File: src/rtl/dircc_pkg.sv
// dircc_pkg: definitions shared by the DIRCC router and its link FIFOs.
//   DIRCC_DATA_WIDTH  - Avalon-ST beat data width used across the node.
//   DIRCC_EMPTY_WIDTH - width of the empty-symbol count on eop beats.
//   dircc_beat_t      - one stored beat {sop, eop, empty, data}.
package dircc_pkg;

  localparam int DIRCC_DATA_WIDTH  = 32;
  localparam int DIRCC_EMPTY_WIDTH = 2;

  typedef struct packed {
    logic                         sop;
    logic                         eop;
    logic [DIRCC_EMPTY_WIDTH-1:0] empty;
    logic [DIRCC_DATA_WIDTH-1:0]  data;
  } dircc_beat_t;

endpackage

File: src/rtl/dircc_link_fifo_if.sv
// dircc_link_fifo_if: one Avalon-ST packet link.
//   data/empty/startofpacket/endofpacket/valid travel source -> sink,
//   ready travels sink -> source.
//   master: the beat source; slave: the beat sink.
interface dircc_link_fifo_if #(
  parameter int DATA_WIDTH  = 32,
  parameter int EMPTY_WIDTH = 2
);

  logic [DATA_WIDTH-1:0]  data;
  logic                   valid;
  logic                   ready;
  logic                   startofpacket;
  logic                   endofpacket;
  logic [EMPTY_WIDTH-1:0] empty;

  modport master (
    output data, valid, startofpacket, endofpacket, empty,
    input  ready
  );

  modport slave (
    input  data, valid, startofpacket, endofpacket, empty,
    output ready
  );

endinterface

File: src/rtl/dircc_fifo_mem.sv
// dircc_fifo_mem: beat storage for the link FIFO.
//   clk   - write clock
//   we    - write enable; wdata is stored at waddr on the rising edge
//   raddr - read address; rdata follows it combinationally
// The array is deliberately not reset: occupancy is tracked by the
// owner, so stale entries are never presented as valid.
module dircc_fifo_mem #(
  parameter  int WIDTH = 36,
  parameter  int DEPTH = 16,
  localparam int PTR_W = $clog2(DEPTH)
) (
  input  logic             clk,
  input  logic             we,
  input  logic [PTR_W-1:0] waddr,
  input  logic [WIDTH-1:0] wdata,
  input  logic [PTR_W-1:0] raddr,
  output logic [WIDTH-1:0] rdata
);

  logic [WIDTH-1:0] mem_r [DEPTH];

  // Synchronous write port.
  always_ff @(posedge clk) begin
    if (we) begin
      mem_r[waddr] <= wdata;
    end
  end

  assign rdata = mem_r[raddr];

endmodule

File: src/rtl/dircc_link_fifo.sv
// dircc_link_fifo: store-and-forward packet FIFO in front of one router
// input port. A packet is offered downstream only once its eop beat is
// stored; a packet that fills the whole buffer without an eop switches
// the FIFO to cut-through until that packet's eop leaves.
//   clk_clk, reset_reset_n - clock, asynchronous active-low reset
//   input_port  (slave)    - Avalon-ST sink from the link / local core
//   output_port (master)   - Avalon-ST source to the router
//   fill_level             - beats stored
//   pkt_count              - complete packets stored
//   framing_error          - sticky sop/eop protocol violation flag
module dircc_link_fifo
  import dircc_pkg::*;
#(
  parameter  int DATA_WIDTH  = DIRCC_DATA_WIDTH,
  parameter  int EMPTY_WIDTH = DIRCC_EMPTY_WIDTH,
  parameter  int DEPTH       = 16,
  localparam int PTR_W       = $clog2(DEPTH),
  localparam int CNT_W       = PTR_W + 1
) (
  input  logic              clk_clk,
  input  logic              reset_reset_n,
  dircc_link_fifo_if.slave  input_port,
  dircc_link_fifo_if.master output_port,
  output logic [CNT_W-1:0]  fill_level,
  output logic [CNT_W-1:0]  pkt_count,
  output logic              framing_error
);

  // Stored word layout: {sop, eop, empty, data}.
  localparam int WORD_W = DATA_WIDTH + EMPTY_WIDTH + 2;
  localparam int SOP_B  = WORD_W - 1;
  localparam int EOP_B  = WORD_W - 2;

  logic [PTR_W-1:0]  wr_ptr_r;
  logic [PTR_W-1:0]  rd_ptr_r;
  logic [CNT_W-1:0]  fill_r;
  logic [CNT_W-1:0]  pkt_r;
  logic [CNT_W-1:0]  fill_next_s;
  logic [CNT_W-1:0]  pkt_next_s;
  logic              ready_r;
  logic              cut_r;
  logic              in_pkt_r;
  logic              ferr_r;
  logic              push_s;
  logic              pop_s;
  logic              push_eop_s;
  logic              pop_eop_s;
  logic              valid_s;
  logic [WORD_W-1:0] wdata_s;
  logic [WORD_W-1:0] rdata_s;

  assign wdata_s = {input_port.startofpacket, input_port.endofpacket,
                    input_port.empty, input_port.data};

  dircc_fifo_mem #(
    .WIDTH (WORD_W),
    .DEPTH (DEPTH)
  ) u_mem (
    .clk   (clk_clk),
    .we    (push_s),
    .waddr (wr_ptr_r),
    .wdata (wdata_s),
    .raddr (rd_ptr_r),
    .rdata (rdata_s)
  );

  assign push_s     = input_port.valid & ready_r;
  assign pop_s      = valid_s & output_port.ready;
  assign push_eop_s = push_s & input_port.endofpacket;
  assign pop_eop_s  = pop_s & rdata_s[EOP_B];

  // Offer the head only when a whole packet is stored, or when a packet
  // too long for the buffer has forced cut-through.
  assign valid_s = (fill_r != {CNT_W{1'b0}}) &
                   ((pkt_r != {CNT_W{1'b0}}) | cut_r);

  // Occupancy next-state; a push and a pop in the same cycle cancel.
  always_comb begin
    fill_next_s = fill_r;
    pkt_next_s  = pkt_r;
    if (push_s && !pop_s) begin
      fill_next_s = fill_r + CNT_W'(1);
    end else if (pop_s && !push_s) begin
      fill_next_s = fill_r - CNT_W'(1);
    end else begin
      fill_next_s = fill_r;
    end
    if (push_eop_s && !pop_eop_s) begin
      pkt_next_s = pkt_r + CNT_W'(1);
    end else if (pop_eop_s && !push_eop_s) begin
      pkt_next_s = pkt_r - CNT_W'(1);
    end else begin
      pkt_next_s = pkt_r;
    end
  end

  // Pointers, counters, ready register, cut-through and framing state.
  always_ff @(posedge clk_clk or negedge reset_reset_n) begin
    if (!reset_reset_n) begin
      wr_ptr_r <= {PTR_W{1'b0}};
      rd_ptr_r <= {PTR_W{1'b0}};
      fill_r   <= {CNT_W{1'b0}};
      pkt_r    <= {CNT_W{1'b0}};
      ready_r  <= 1'b0;
      cut_r    <= 1'b0;
      in_pkt_r <= 1'b0;
      ferr_r   <= 1'b0;
    end else begin
      fill_r  <= fill_next_s;
      pkt_r   <= pkt_next_s;
      // Looks at the post-update level so ready never waits on output_ready.
      ready_r <= (fill_next_s < CNT_W'(DEPTH));
      if (push_s) begin
        wr_ptr_r <= wr_ptr_r + PTR_W'(1);
      end
      if (pop_s) begin
        rd_ptr_r <= rd_ptr_r + PTR_W'(1);
      end
      // A full buffer with no complete packet can only drain by streaming.
      if (pop_eop_s) begin
        cut_r <= 1'b0;
      end else if ((fill_r == CNT_W'(DEPTH)) && (pkt_r == {CNT_W{1'b0}})) begin
        cut_r <= 1'b1;
      end
      // Bad beats are still stored; only the sticky flag records them.
      if (push_s) begin
        if (input_port.startofpacket == in_pkt_r) begin
          ferr_r <= 1'b1;
        end
        in_pkt_r <= ~input_port.endofpacket;
      end
    end
  end

  // Head fields are forced to zero whenever no beat is offered.
  always_comb begin
    if (valid_s) begin
      output_port.data          = rdata_s[DATA_WIDTH-1:0];
      output_port.empty         = rdata_s[DATA_WIDTH+EMPTY_WIDTH-1:DATA_WIDTH];
      output_port.startofpacket = rdata_s[SOP_B];
      output_port.endofpacket   = rdata_s[EOP_B];
    end else begin
      output_port.data          = {DATA_WIDTH{1'b0}};
      output_port.empty         = {EMPTY_WIDTH{1'b0}};
      output_port.startofpacket = 1'b0;
      output_port.endofpacket   = 1'b0;
    end
  end

  assign output_port.valid = valid_s;
  assign input_port.ready  = ready_r;
  assign fill_level        = fill_r;
  assign pkt_count         = pkt_r;
  assign framing_error     = ferr_r;

endmodule

File: src/flat_wrapper.sv
// flat-port wrapper written by rule: the top's interface ports become plain ports
module dircc_link_fifo_flat import dircc_pkg::*;
#(
  parameter  int DATA_WIDTH  = DIRCC_DATA_WIDTH,
  parameter  int EMPTY_WIDTH = DIRCC_EMPTY_WIDTH,
  parameter  int DEPTH       = 16,
  localparam int PTR_W       = $clog2(DEPTH),
  localparam int CNT_W       = PTR_W + 1
)
  (clk_clk, reset_reset_n, fill_level, pkt_count, framing_error, input_port_data, input_port_valid, input_port_startofpacket, input_port_endofpacket, input_port_empty, input_port_ready, output_port_data, output_port_valid, output_port_startofpacket, output_port_endofpacket, output_port_empty, output_port_ready);
  dircc_link_fifo_if #(.DATA_WIDTH(DATA_WIDTH), .EMPTY_WIDTH(EMPTY_WIDTH)) input_port_i ();
  dircc_link_fifo_if #(.DATA_WIDTH(DATA_WIDTH), .EMPTY_WIDTH(EMPTY_WIDTH)) output_port_i ();
  input  logic clk_clk;
  input  logic reset_reset_n;
  output logic [CNT_W-1:0] fill_level;
  output logic [CNT_W-1:0] pkt_count;
  output logic framing_error;
  input wire logic [$bits(input_port_i.data)-1:0] input_port_data;
  input wire logic [$bits(input_port_i.valid)-1:0] input_port_valid;
  input wire logic [$bits(input_port_i.startofpacket)-1:0] input_port_startofpacket;
  input wire logic [$bits(input_port_i.endofpacket)-1:0] input_port_endofpacket;
  input wire logic [$bits(input_port_i.empty)-1:0] input_port_empty;
  output wire logic [$bits(input_port_i.ready)-1:0] input_port_ready;
  output wire logic [$bits(output_port_i.data)-1:0] output_port_data;
  output wire logic [$bits(output_port_i.valid)-1:0] output_port_valid;
  output wire logic [$bits(output_port_i.startofpacket)-1:0] output_port_startofpacket;
  output wire logic [$bits(output_port_i.endofpacket)-1:0] output_port_endofpacket;
  output wire logic [$bits(output_port_i.empty)-1:0] output_port_empty;
  input wire logic [$bits(output_port_i.ready)-1:0] output_port_ready;
  assign input_port_i.data = input_port_data;
  assign input_port_i.valid = input_port_valid;
  assign input_port_i.startofpacket = input_port_startofpacket;
  assign input_port_i.endofpacket = input_port_endofpacket;
  assign input_port_i.empty = input_port_empty;
  assign input_port_ready = input_port_i.ready;
  assign output_port_data = output_port_i.data;
  assign output_port_valid = output_port_i.valid;
  assign output_port_startofpacket = output_port_i.startofpacket;
  assign output_port_endofpacket = output_port_i.endofpacket;
  assign output_port_empty = output_port_i.empty;
  assign output_port_i.ready = output_port_ready;
  dircc_link_fifo #(.DATA_WIDTH(DATA_WIDTH), .EMPTY_WIDTH(EMPTY_WIDTH), .DEPTH(DEPTH)) u_core (.clk_clk(clk_clk), .reset_reset_n(reset_reset_n), .input_port(input_port_i), .output_port(output_port_i), .fill_level(fill_level), .pkt_count(pkt_count), .framing_error(framing_error));
endmodule
File: config.mk
export PLATFORM = sky130hd
export DESIGN_NAME = dircc_link_fifo_flat
export DESIGN_NICKNAME = d
export VERILOG_FILES = /design/src/rtl/dircc_pkg.sv /design/src/rtl/dircc_link_fifo_if.sv /design/src/rtl/dircc_fifo_mem.sv /design/src/rtl/dircc_link_fifo.sv /design/src/flat_wrapper.sv
export SDC_FILE = /design/constraint.sdc
export NUM_CORES = 1
export LEC_CHECK = 0
export CAP_MARGIN = 20
export CORE_UTILIZATION = 50
export DETAILED_ROUTE_END_ITERATION = 8
export PLACE_DENSITY = 0.68
export SETUP_SLACK_MARGIN = 0.15
export SLEW_MARGIN = 20
export SYNTH_ARGS = -nofsm -noshare
export SYNTH_HDL_FRONTEND = slang
export SYNTH_SLANG_ARGS = --single-unit
File: constraint.sdc
create_clock -name clk_clk -period 4.01 [get_ports clk_clk]
set_clock_uncertainty 0.05 [all_clocks]
set_input_delay 0.802 -clock clk_clk [delete_from_list [all_inputs] [get_ports clk_clk]]
set_output_delay 0.802 -clock clk_clk [all_outputs]
set_load 0.01 [all_outputs]
==> results_dict.tcl <==
set metrics [dict create \
    hpwlAfterDp_um 26500 \
    synthMostInstantiatedCell "edfxtp_1" \
    port_buffers 88 \
    tightest_slew_ns 0.637 \
    synth.avg_cell_area_um2 22.0 \
    final_layout_size_suffix_gt1_share_pct 27.5 \
    p_comb_share_pct 1.0 \
    dpl-instance-area_um2 25200 \
    hold_class "in2async" \
    synthToLayoutAreaGrowth_pct 18.5 \
    multiInputGateArea_um2 5320 \
    die_x_um 218 \
    worst_path_max_delay_cell "mux4_1" \
    grt_start_max_net_pins 65 \
    ys_seq_elements 598 \
    synth_area_um2 23300 \
    finalCritPeriodShare_pct 96.1 \
    wl_met2_um 24200 \
    synthDominantCellAreaShare_pct 74.2 \
    synth_top_area_cell "edfxtp_1" \
    p_int_uw 9930 \
    vias 11049 \
    register_area_um2 17900 \
    row_count 78 \
    synth_cell_types 43 \
    seq_power_share_pct 55.7 \
    synth_ff_type "edfxtp_1" \
    whs_ns 0.115 \
    root_buffer "clkbuf_16" \
    crit_chain "mux4_1 -> mux4_2 -> and2_1 -> clkdlybuf4s50_1" \
    clk_path_buf_depth 3 \
    ioPinCount 89 \
    track_usage_pct 21.4 \
    grt_pass1_wl_um 73600 \
    die_h_um 218 \
    synth_area_leaders "edfxtp_1 74%, mux4_2 14%, dfrtp_1 2.4%" \
    slowest_delay_ns 0.60 \
    wl_per_cell_um 26.6 \
    path_buf_inv 1 \
    timing.setup.tns_ns 0 \
    power.leakage_uw 0.00875 \
    start_kind "flip-flop" \
    htree_num_levels 2 \
    rsz0062_at_grt "yes" \
    grt_pass1_vias 11279 \
    cp_max_fo 8 \
    maxCapViolations 0 \
    gp_congestion 0.757 \
    yosysSeqAreaShare_pct 76.5 \
    synth_edf_count 576 \
    finalHoldViolations 0 \
    clk_latency_ns 0.62 \
    fin_nets 1265 \
    post_drt_via_cell_ratio 5.94 \
    slew_headroom_pct 57.5 \
    cp-end-kind "output pin" \
    powerDensity_nw_per_um2 445 \
    status "complete, no violations" \
    p_total_uw 12300 \
    dieArea_um2 47500 \
    clk_pin_slew_worst_paths_ns 0.07 \
    crit_family "multiplexers" \
    drt-met1-wl_um 21500 \
    cts.sinks 598 \
    drt-pass1-iter-count 5 \
    swShare_pct 19.2 \
    cts_tree "yes" \
    timing.final.ws_setup_ns 0.157 \
    async_flop_share_pct 3.68 \
    ys_warn_count 0 \
    crit_type "reg2out" \
    finalSetupViolCount 0 \
    drt_iter0_markers 1065 \
    p_switching_uw 2360 \
    arrival_ns 3.00 \
    worstPathRequired_ns 3.16 \
    highest_layer "met5" \
    core_um2 45700 \
    max_freq_mhz 260 \
    fin_area_um2 27600 \
    wl_met3_um 2820 \
    synth_cells 1058 \
    place_ws_ns 0.598 \
    min_period_ns 3.85 \
    slew_violations 0 \
    yosys-top-cells-count "576 x edfxtp_1, 144 x mux4_2, 71 x a211oi_1" \
    ant_nets 0 \
    start_util_pct 51.1 \
    grt_antenna_before_repair 3 \
    numCtsBuffers 58 \
    synth_nets 1113 \
    clkPwrFrac_pct 43.3 \
    grt.overflow.total 0 \
    ir_worst_vdd_mv 0.385 \
    drc 0 \
    fill_cells 3195 \
    drt-total-wl_um 49500 \
]
[cell usage in the layout, fill, tap and decap left out, drive strengths merged, types with 13 or more instances in the layout]
cell | Yosys | final
clkinv | 0 | 24
ha | 14 | 14
mux2i | 36 | 36
mux4 | 145 | 145
a211oi | 71 | 71
buf | 36 | 60
and2 | 13 | 13
clkdlybuf4s50 | 0 | 77
clkbuf | 22 | 79
edfxtp | 576 | 576
dfrtp | 22 | 22
nor2b | 36 | 36
[metrics by stage]
stage,std cells,utilization [%]
final,1859,60.5
after global routing,1858,60.5
after CTS,1850,60.0
after detailed placement,1732,55.3
after global placement,1732,55.3
after floorplan,1058,-
[state kept, by name, indices dropped and copies added (netlist names), 4 cells and up]
signal	count
u_core.rd_ptr_r	4
u_core.pkt_count	5
u_core.fill_level	5
u_core.wr_ptr_r	4
u_core.u_mem.mem_r	576
[routing by layer]
layer | track usage (%) | vias up
met5 | 0 | -
li1 | - | 4767
met1 | 31.2 | 5896
met3 | 3.38 | 73
met4 | 6.46 | 2
met2 | 33.7 | 311
[area by class of cell]
cell class / count / area share, %
multi-input cells: 390 / 19.3
inverters: 12 / 0.163
flip-flops and latches: 598 / 64.7
clock inverters: 29 / 1.14
repair buffers: 150 / 6.40
well taps: 600 / 2.72
diodes: 2 / 0.0181
clock buffers: 78 / 5.63
[power groups by stage]
stage               Clock, µW  Sequential [µW]  Combinational (µW)
floorplan                   0             6980               0.501
finish                   5320             6840                 117
global placement            0             6980                 111
global route             5660             6840                 128
detailed placement          0             6980                 118
CTS                      5420             6840                 118
[repair_timing]
action | CTS | global route
setup endpoints to repair | 36 | 29
cloned | 3 | 1
resized for setup | 21 | 35
pin swaps | 1 | 1
hold buffers | 0 | 0
buffers inserted | 8 | 6
[final timing paths]
kind,startpoint,to,slack (ns),cells past startpoint
min,reset_reset_n,u_core.rd_ptr_r[3]$_DFFE_PN0P_,0.12,1
min in group clk_clk,u_core.cut_r$_DFFE_PN0P_,u_core.cut_r$_DFFE_PN0P_,0.43,1
max reg2reg,u_core.rd_ptr_r[1]$_DFFE_PN0P_,u_core.pkt_count[4]$_DFFE_PN0P_,0.62,10
min reg2reg,u_core.cut_r$_DFFE_PN0P_,u_core.cut_r$_DFFE_PN0P_,0.43,1
max in group asynchronous,reset_reset_n,u_core.rd_ptr_r[2]$_DFFE_PN0P_,3.39,1
max,u_core.rd_ptr_r[1]$_DFFE_PN0P_,output_port_endofpacket,0.16,4
[cells by family (layout without fill, tap and decap cells)]
family | after synthesis | count (layout) | synth area share [%]
AND/OR/NAND/NOR | 86 | 86 | 2.13
adder cells (fa/ha/maj) | 15 | 15 | 0.837
multiplexers | 183 | 183 | 15.7
AO/OA/AOI/OAI | 94 | 94 | 2.92
buffers and inverters | 70 | 269 | 1.47
XOR/XNOR | 12 | 12 | 0.451
flip-flops | 598 | 598 | 76.5
other | 0 | 2 | 0
Note: power is estimated with default switching activity, not from simulation.
